===== src/rtl/stack_up_tx_pkg.sv =====
// Shared definitions for the upstream transmitter and its manager-side peer:
// framing codes, framer state encoding and default widths.
package stack_up_tx_pkg;

  localparam int DATA_W_DEF  = 64;
  localparam int OOB_W_DEF   = 32;
  localparam int TYPE_W_DEF  = 2;
  localparam int DEPTH_DEF   = 8;
  localparam int MAX_PKT_DEF = 256;

  typedef enum logic [1:0] {
    CNTL_SOM_EOM = 2'b00,
    CNTL_SOM     = 2'b01,
    CNTL_MOM     = 2'b10,
    CNTL_EOM     = 2'b11
  } cntl_e;

  // state     | meaning
  // ST_IDLE   | next loaded word starts a packet
  // ST_IN_PKT | a packet is open; next word is MOM or EOM
  typedef enum logic {
    ST_IDLE   = 1'b0,
    ST_IN_PKT = 1'b1
  } frame_state_e;

endpackage


===== src/rtl/stack_up_tx_fifo.sv =====
// Register-array FIFO with a registered occupancy count and a
// combinational head read. DEPTH must be a power of two, at least 2,
// so the pointers wrap naturally.
module stack_up_tx_fifo #(
  parameter int WIDTH = 8,
  parameter int DEPTH = 8
) (
  input  logic                     clk,
  input  logic                     reset_poweron,
  input  logic                     push,
  input  logic [WIDTH-1:0]         push_data,
  input  logic                     pop,
  output logic [WIDTH-1:0]         head,
  output logic [$clog2(DEPTH):0]   count,
  output logic                     empty
);

  localparam int AW = $clog2(DEPTH);
  localparam int CW = AW + 1;

  logic [WIDTH-1:0] mem [DEPTH];
  logic [AW-1:0]    wr_ptr;
  logic [AW-1:0]    rd_ptr;

  assign head  = mem[rd_ptr];
  assign empty = (count == '0);

  // Storage array; contents need no reset since count gates every read.
  always_ff @(posedge clk) begin
    if (push) mem[wr_ptr] <= push_data;
  end

  // Pointers and occupancy; a simultaneous push and pop leaves count as is.
  always_ff @(posedge clk) begin
    if (reset_poweron) begin
      wr_ptr <= '0;
      rd_ptr <= '0;
      count  <= '0;
    end else begin
      if (push) wr_ptr <= wr_ptr + AW'(1);
      if (pop)  rd_ptr <= rd_ptr + AW'(1);
      if (push && !pop)      count <= count + CW'(1);
      else if (pop && !push) count <= count - CW'(1);
    end
  end

endmodule


===== src/rtl/stack_up_tx.sv =====
// Upstream transmitter: buffers source words, frames them into packets
// (SOM/MOM/EOM), and presents them through a registered output stage.
// A word arriving while the FIFO is empty and the output stage is free
// bypasses the FIFO so it is visible one cycle after it is pushed.
module stack_up_tx
  import stack_up_tx_pkg::*;
#(
  parameter int DATA_W  = DATA_W_DEF,
  parameter int OOB_W   = OOB_W_DEF,
  parameter int TYPE_W  = TYPE_W_DEF,
  parameter int DEPTH   = DEPTH_DEF,
  parameter int MAX_PKT = MAX_PKT_DEF
) (
  input  logic              clk,
  input  logic              reset_poweron,
  input  logic              src__stu__valid,
  output logic              stu__src__ready,
  input  logic [TYPE_W-1:0] src__stu__type,
  input  logic [DATA_W-1:0] src__stu__data,
  input  logic [OOB_W-1:0]  src__stu__oob_data,
  input  logic              src__stu__last,
  output logic              stu__mgr__valid,
  output logic [1:0]        stu__mgr__cntl,
  input  logic              mgr__stu__ready,
  output logic [TYPE_W-1:0] stu__mgr__type,
  output logic [DATA_W-1:0] stu__mgr__data,
  output logic [OOB_W-1:0]  stu__mgr__oob_data,
  output logic              stu__sys__idle,
  output logic              stu__sys__pkt_err
);

  localparam int ENTRY_W = TYPE_W + DATA_W + OOB_W + 1;
  localparam int CW      = $clog2(DEPTH) + 1;
  localparam int CNT_W   = $clog2(MAX_PKT) + 1;

  logic [ENTRY_W-1:0] src_entry;
  logic [ENTRY_W-1:0] fifo_head;
  logic [CW-1:0]      fifo_count;
  logic               fifo_empty;

  logic src_push;
  logic out_free;
  logic load_fifo;
  logic load_bypass;
  logic load;
  logic fifo_push;

  logic [TYPE_W-1:0] ld_type;
  logic [DATA_W-1:0] ld_data;
  logic [OOB_W-1:0]  ld_oob;
  logic              ld_last;

  frame_state_e      state;
  frame_state_e      state_next;
  cntl_e             ld_cntl;
  logic [CNT_W-1:0]  word_cnt;
  logic [CNT_W-1:0]  cnt_next;
  logic [CNT_W-1:0]  cnt_inc;
  logic              at_end;
  logic              trunc;

  logic              out_valid;
  cntl_e             out_cntl;
  logic [TYPE_W-1:0] out_type;
  logic [DATA_W-1:0] out_data;
  logic [OOB_W-1:0]  out_oob;
  logic              pkt_err;

  // Source handshake is a function of registered count only.
  assign stu__src__ready = (fifo_count < CW'(DEPTH));
  assign src_push        = src__stu__valid && stu__src__ready;
  assign src_entry       = {src__stu__type, src__stu__data, src__stu__oob_data, src__stu__last};

  assign out_free    = !out_valid || mgr__stu__ready;
  assign load_fifo   = out_free && !fifo_empty;
  assign load_bypass = out_free && fifo_empty && src_push;
  assign load        = load_fifo || load_bypass;
  assign fifo_push   = src_push && !load_bypass;

  assign {ld_type, ld_data, ld_oob, ld_last} = load_fifo ? fifo_head : src_entry;

  stack_up_tx_fifo #(
    .WIDTH (ENTRY_W),
    .DEPTH (DEPTH)
  ) fifo_i (
    .clk           (clk),
    .reset_poweron (reset_poweron),
    .push          (fifo_push),
    .push_data     (src_entry),
    .pop           (load_fifo),
    .head          (fifo_head),
    .count         (fifo_count),
    .empty         (fifo_empty)
  );

  assign cnt_inc = word_cnt + CNT_W'(1);

  // Framer state and word counter advance on every load into the output stage.
  always_ff @(posedge clk) begin
    if (reset_poweron) begin
      state    <= ST_IDLE;
      word_cnt <= '0;
    end else begin
      state    <= state_next;
      word_cnt <= cnt_next;
    end
  end

  // Framing decision for the word being loaded; a packet reaching MAX_PKT
  // without last is forced closed and flagged.
  always_comb begin
    state_next = state;
    ld_cntl    = CNTL_SOM_EOM;
    cnt_next   = word_cnt;
    trunc      = 1'b0;
    at_end     = ld_last || (cnt_inc == CNT_W'(MAX_PKT));
    if (load) begin
      trunc = at_end && !ld_last;
      case (state)
        ST_IDLE: begin
          if (at_end) begin
            ld_cntl  = CNTL_SOM_EOM;
            cnt_next = '0;
          end else begin
            ld_cntl    = CNTL_SOM;
            state_next = ST_IN_PKT;
            cnt_next   = cnt_inc;
          end
        end
        ST_IN_PKT: begin
          if (at_end) begin
            ld_cntl    = CNTL_EOM;
            state_next = ST_IDLE;
            cnt_next   = '0;
          end else begin
            ld_cntl  = CNTL_MOM;
            cnt_next = cnt_inc;
          end
        end
        default: begin
          state_next = ST_IDLE;
          cnt_next   = '0;
        end
      endcase
    end
  end

  // Output stage: holds its word until accepted; oob only changes on a
  // packet-starting word so it carries the packet tag on every word.
  always_ff @(posedge clk) begin
    if (reset_poweron) begin
      out_valid <= 1'b0;
      out_cntl  <= CNTL_SOM_EOM;
      out_type  <= '0;
      out_data  <= '0;
      out_oob   <= '0;
    end else if (load) begin
      out_valid <= 1'b1;
      out_cntl  <= ld_cntl;
      out_type  <= ld_type;
      out_data  <= ld_data;
      if (state == ST_IDLE) out_oob <= ld_oob;
    end else if (mgr__stu__ready) begin
      out_valid <= 1'b0;
    end
  end

  // Sticky truncation flag.
  always_ff @(posedge clk) begin
    if (reset_poweron) pkt_err <= 1'b0;
    else if (trunc)    pkt_err <= 1'b1;
  end

  assign stu__mgr__valid    = out_valid;
  assign stu__mgr__cntl     = out_cntl;
  assign stu__mgr__type     = out_type;
  assign stu__mgr__data     = out_data;
  assign stu__mgr__oob_data = out_oob;
  assign stu__sys__pkt_err  = pkt_err;
  assign stu__sys__idle     = fifo_empty && !out_valid && (state == ST_IDLE);

endmodule


===== config.mk =====
export PLATFORM = sky130hd
export DESIGN_NAME = stack_up_tx
export DESIGN_NICKNAME = d
export VERILOG_FILES = /design/src/rtl/stack_up_tx_pkg.sv /design/src/rtl/stack_up_tx_fifo.sv /design/src/rtl/stack_up_tx.sv
export SDC_FILE = /design/constraint.sdc
export NUM_CORES = 1
export LEC_CHECK = 0
export CORE_MARGIN = 10
export CORE_UTILIZATION = 40
export CTS_CLUSTER_DIAMETER = 100
export DETAILED_ROUTE_END_ITERATION = 10
export SYNTH_ARGS = -nofsm -noshare
export SYNTH_HDL_FRONTEND = slang
export SYNTH_SLANG_ARGS = --single-unit
export TNS_END_PERCENT = 50

===== constraint.sdc =====
create_clock -name clk -period 15.7 [get_ports clk]
set_clock_uncertainty 0.2 [all_clocks]
set_input_delay 2.355 -clock clk [delete_from_list [all_inputs] [get_ports clk]]
set_output_delay 2.355 -clock clk [all_outputs]
set_load 0.05 [all_outputs]

==> qor_table.md <==
| Quantity | Reported |
|:---|:---|
| Slew HR | 21.5% |
| Total power consumption of the routed design | 7.28 mW |
| Max-capacitance violation count | 0 |
| Relative area change from synthesis to final layout | 18.6% |
| Overall die area | 0.0996 mm2 |
| Antenna diodes | 0 |
| FF+latch count, synth | 917 |
| Skew-Pair Late Insertion Delay | 0.65 ns |
| Number of nets in the layout | 2190 |
| Share of synthesized area occupied by flip-flops and latches | 75.2% |
| Endpoint of the worst-slack reg-to-reg timing path | stu__mgr__data[7]$_SDFFE_PP0P_ |
| Delay contributed by the slowest stage of the critical path | 0.84 ns |
| Parity-gate share of the synthesized area counting xor and xnor cells | 0.175% |
| Root Driver | clkbuf_16 |
| Average detailed-routed wire length per instance | 23.9 um |
| # clock sinks | 917 |
| Total number of vias | 17.8k |
| Ratio of cells with drive above 1 in the final layout | 18.3% |
| Total GRT Usage | 15.9% |
| RePlAce Congestion | 0.724 |
| Average via count per standard cell | 5.36 |
| Total number of placement rows | 108 |
| Setup violators final | 0 |
| Post-layout min period | 5.96 ns |
| Largest net degree at the start of global routing | 76 |
| Number of slew-limit violations in the final report | 0 |
| DRC marker count from the first detailed-route iteration | 1300 |
| Share of the clock period used by the worst path | 38.0% |
| Most used flip-flop cell after synthesis | edfxtp_1 |
| First-pass GRT wire length | 120000 um |
| Total area of multi-input combinational cells | 0.00824 mm2 |
| TritonCTS Buffers | 96 |
| Result of the run | finished, final reports clean |
| Core ar. | 0.0868 mm2 |
| Clock-pin slew of the registers on the worst-case setup and hold paths | 0.06 ns |
| Cells along the critical path | clkdlybuf4s50_1 > nand2b_1 > a21oi_1 > nand2_1 > nor2_4 > buf_4 > buf_4 |
| Hold Crit Class | flip-flop to flip-flop |
| Yosys top cell by area | edfxtp_1 |
| Total Negative Setup Slacks | 0 ns |
| Cell Area, Synth | 0.0350 mm2 |
| Instance area after placement | 0.0383 mm2 |
| Type of destination of the critical path | flip-flop |
| Share of the core filled with cells | 47.8% |
| Reg2reg setup slack | 10.96 ns |
| RSZ-0062 raised after global routing | no |
| Final hold violations | 0 |
| Static leakage power | 12.8 nW |
| Register area | 0.0263 mm2 |
| Number of buffer and inverter stages on the critical path | 3 |
| Remaining global-route overflow | 0 |
| Critical path class | input port to flip-flop |
| Post-Syn Nets | 1962 |
| Post-synthesis share of cell area spent on full adders, half adders and majority gates | 0.272% |
| Fmax achieved | 168 MHz |
| Synth top cells by count | edfxtp_1, mux4_2, nand2_1 |
| Number of top-level pins | 207 |
| Number of different library cells in the post-synthesis netlist | 47 |
| Maximum fanout count along the critical path | 53 |
| Post-Syn Instances | 1852 |
| Mux share of post-synthesis cell area | 15.7% |
| Launching instance or port of the critical path | mgr__stu__ready |
| CTS tree | yes |
| Number of global-route vias before repair | 19.1k |
| Dominant cell by count in the synthesized netlist | edfxtp_1 |
| Wirelength, routed | 79400 um |
| Dominant cell type by count on the critical path | buf_4 |
| Horizontal extent of the die | 316 um |
| H-Tree Depth | 3 |
| Combinational family with the most area after synthesis | multiplexers |
| Fraction of synthesis flops using an asynchronous set or reset pin | 0% |
| Post-CTS Resized | 0 |
| Worst hold slack after final layout | 0.252 ns |
| Count of TritonRoute iterations in the first routing pass | 5 |
| Area share of the largest cell type after synthesis | 68.0% |
| Peak VDD IR | 0.204 mV |
| Worst R2R Path Depth | 8 |
| Transition time at the pin with the least slew margin | 1.18 ns |
| End point of the critical path | fifo_i.mem[7][11]$_DFFE_PP_ |
| Remaining antenna violation count | 0 |
| Power density cells | 176 mW/mm2 |
| Required time reported for the critical path endpoint | 15.74 ns |
| Number of gates on the worst path with buffers counted | 7 |
| Number of fill cells | 7242 |
| CP arrival | 6.00 ns |
| Post-Synthesis Mean Instance Area | 18.9 um2 |
| Area share of and/or/nand/nor cells after synthesis | 3.29% |
| # DRC | 0 |
| Share of the synthesized area in compound gates (AO/OA/AOI/OAI) | 3.92% |
| Setup Fix Bufs, Post-CTS | 0 |
| Biggest area contributors in the synthesized netlist | edfxtp_1, mux4_2, dfxtp_1, mux2i_1, nand2_1 |
| CTS Buffer Depth | 3 |
| Initial standard-cell utilization of the core | 40.3% |
| Number of synthesized flops with an enable pin | 792 |
| Die Y-Extent | 316 um |
| Number of I/O port buffers | 206 |
| Antenna violations before repair | 8 |
| Total of hold buffers inserted after clock tree synthesis | 0 |
| Max stage delay cell, worst path | buf_4 |
| Post-Layout Inst Area | 0.0415 mm2 |
| Placed wire-length estimate after detailed placement | 45100 um |
| Category of cells accounting for the largest share of critical-path delay | buffers and inverters |
| Startpoint type of the worst setup path | input port |
| Total of warnings raised by yosys | 0 |
-- report_power, final --
part           internal, mW  switching (mW)  total, mW
logic                 0.762            1.27       2.03
clock network          1.27           0.946       2.21
registers              2.91           0.123       3.04
total                  4.94            2.34       7.28
-- flip-flops by register name, summed over array words and instances, names as in the netlist, named ones only --
signal,flops
stu__mgr__oob_data,32
stu__mgr__valid,1
fifo_i.count,4
fifo_i.mem,792
stu__mgr__type,2
fifo_i.rd_ptr,3
stu__mgr__cntl,2
state,1
fifo_i.wr_ptr,3
word_cnt,9
stu__sys__pkt_err,1
stu__mgr__data,64
-- stage by stage --
step	setup slack, ns	instances
after floorplan	5.02	1852
after global routing	9.48	3318
after CTS	9.69	3318
after detailed placement	9.02	3137
after global placement	9.04	3137
final	9.74	3318
-- worst min-delay path by stage --
stage	from	end	cells past startpoint
2_1_floorplan	word_cnt[8]$_SDFFE_PP0P_	word_cnt[8]$_SDFFE_PP0P_	1
3_3_place_gp	stu__mgr__oob_data[3]$_SDFFE_PP0P_	stu__mgr__oob_data[3]$_SDFFE_PP0P_	2
3_5_place_dp	stu__mgr__oob_data[8]$_SDFFE_PP0P_	stu__mgr__oob_data[8]$_SDFFE_PP0P_	2
4_1_cts	stu__mgr__oob_data[8]$_SDFFE_PP0P_	stu__mgr__oob_data[8]$_SDFFE_PP0P_	2
5_1_grt	stu__mgr__data[5]$_SDFFE_PP0P_	stu__mgr__data[5]$_SDFFE_PP0P_	2
6_report	stu__mgr__data[4]$_SDFFE_PP0P_	stu__mgr__data[4]$_SDFFE_PP0P_	2
-- per-layer routing --
| metal | GRT usage (%) | vias to the layer above | wire length, um | share of wire (%) |
|---|---|---|---|---|
| met5 | 0 | - | 77 | 0.097 |
| met4 | 3.53 | 12 | 1040 | 1.3 |
| met3 | 3.19 | 95 | 4240 | 5.3 |
| met2 | 26.7 | 427 | 39700 | 50 |
| met1 | 21.2 | 9350 | 34300 | 43 |
| li1 | - | 7892 | - | - |
-- cell type report --
type	count	share of cell area [%]
Clock inverter	48	1.28
Multi-Input combinational cell	817	19.9
Timing Repair Buffer	239	5.56
Sequential cell	917	63.4
Inverter	9	0.0814
Tap cell	1155	3.48
Clock buffer	133	6.32
-- cells by family (layout without fill, tap and decap cells) --
kind of cell	Yosys count	after routing
AO/OA/AOI/OAI	228	228
XOR/XNOR	7	7
adder cells (fa/ha/maj)	7	7
buffers and inverters	118	429
flip-flops	917	917
multiplexers	302	302
AND/OR/NAND/NOR	273	273
-- tightest hold or removal path: stages (launching register included) --
cell and delay (ns):
dfxtp_1 0.31, nand2_1 0.05, a21oi_1 0.05
-- layout by cell type (no fill, tap or decap), drive strengths merged, types with 2 or more instances in the layout --
master,count
dfxtp,125
o21ai,34
nor4,3
mux4,197
xnor2,4
o211ai,69
a21oi,109
nand3,6
a32oi,2
inv,12
a31oi,8
or2,2
and3,2
xor2,3
clkdlybuf4s50,205
nand4b,2
mux2i,105
nand4,5
clkbuf,133
buf,34
bufinv,5
nand2,179
o22ai,2
clkinv,33
ha,6
nor2,53
edfxtp,792
or3,2
clkinvlp,7
nand3b,3
nor3,6
nand2b,7
No activity file was read; power rests on OpenSTA's default activity.
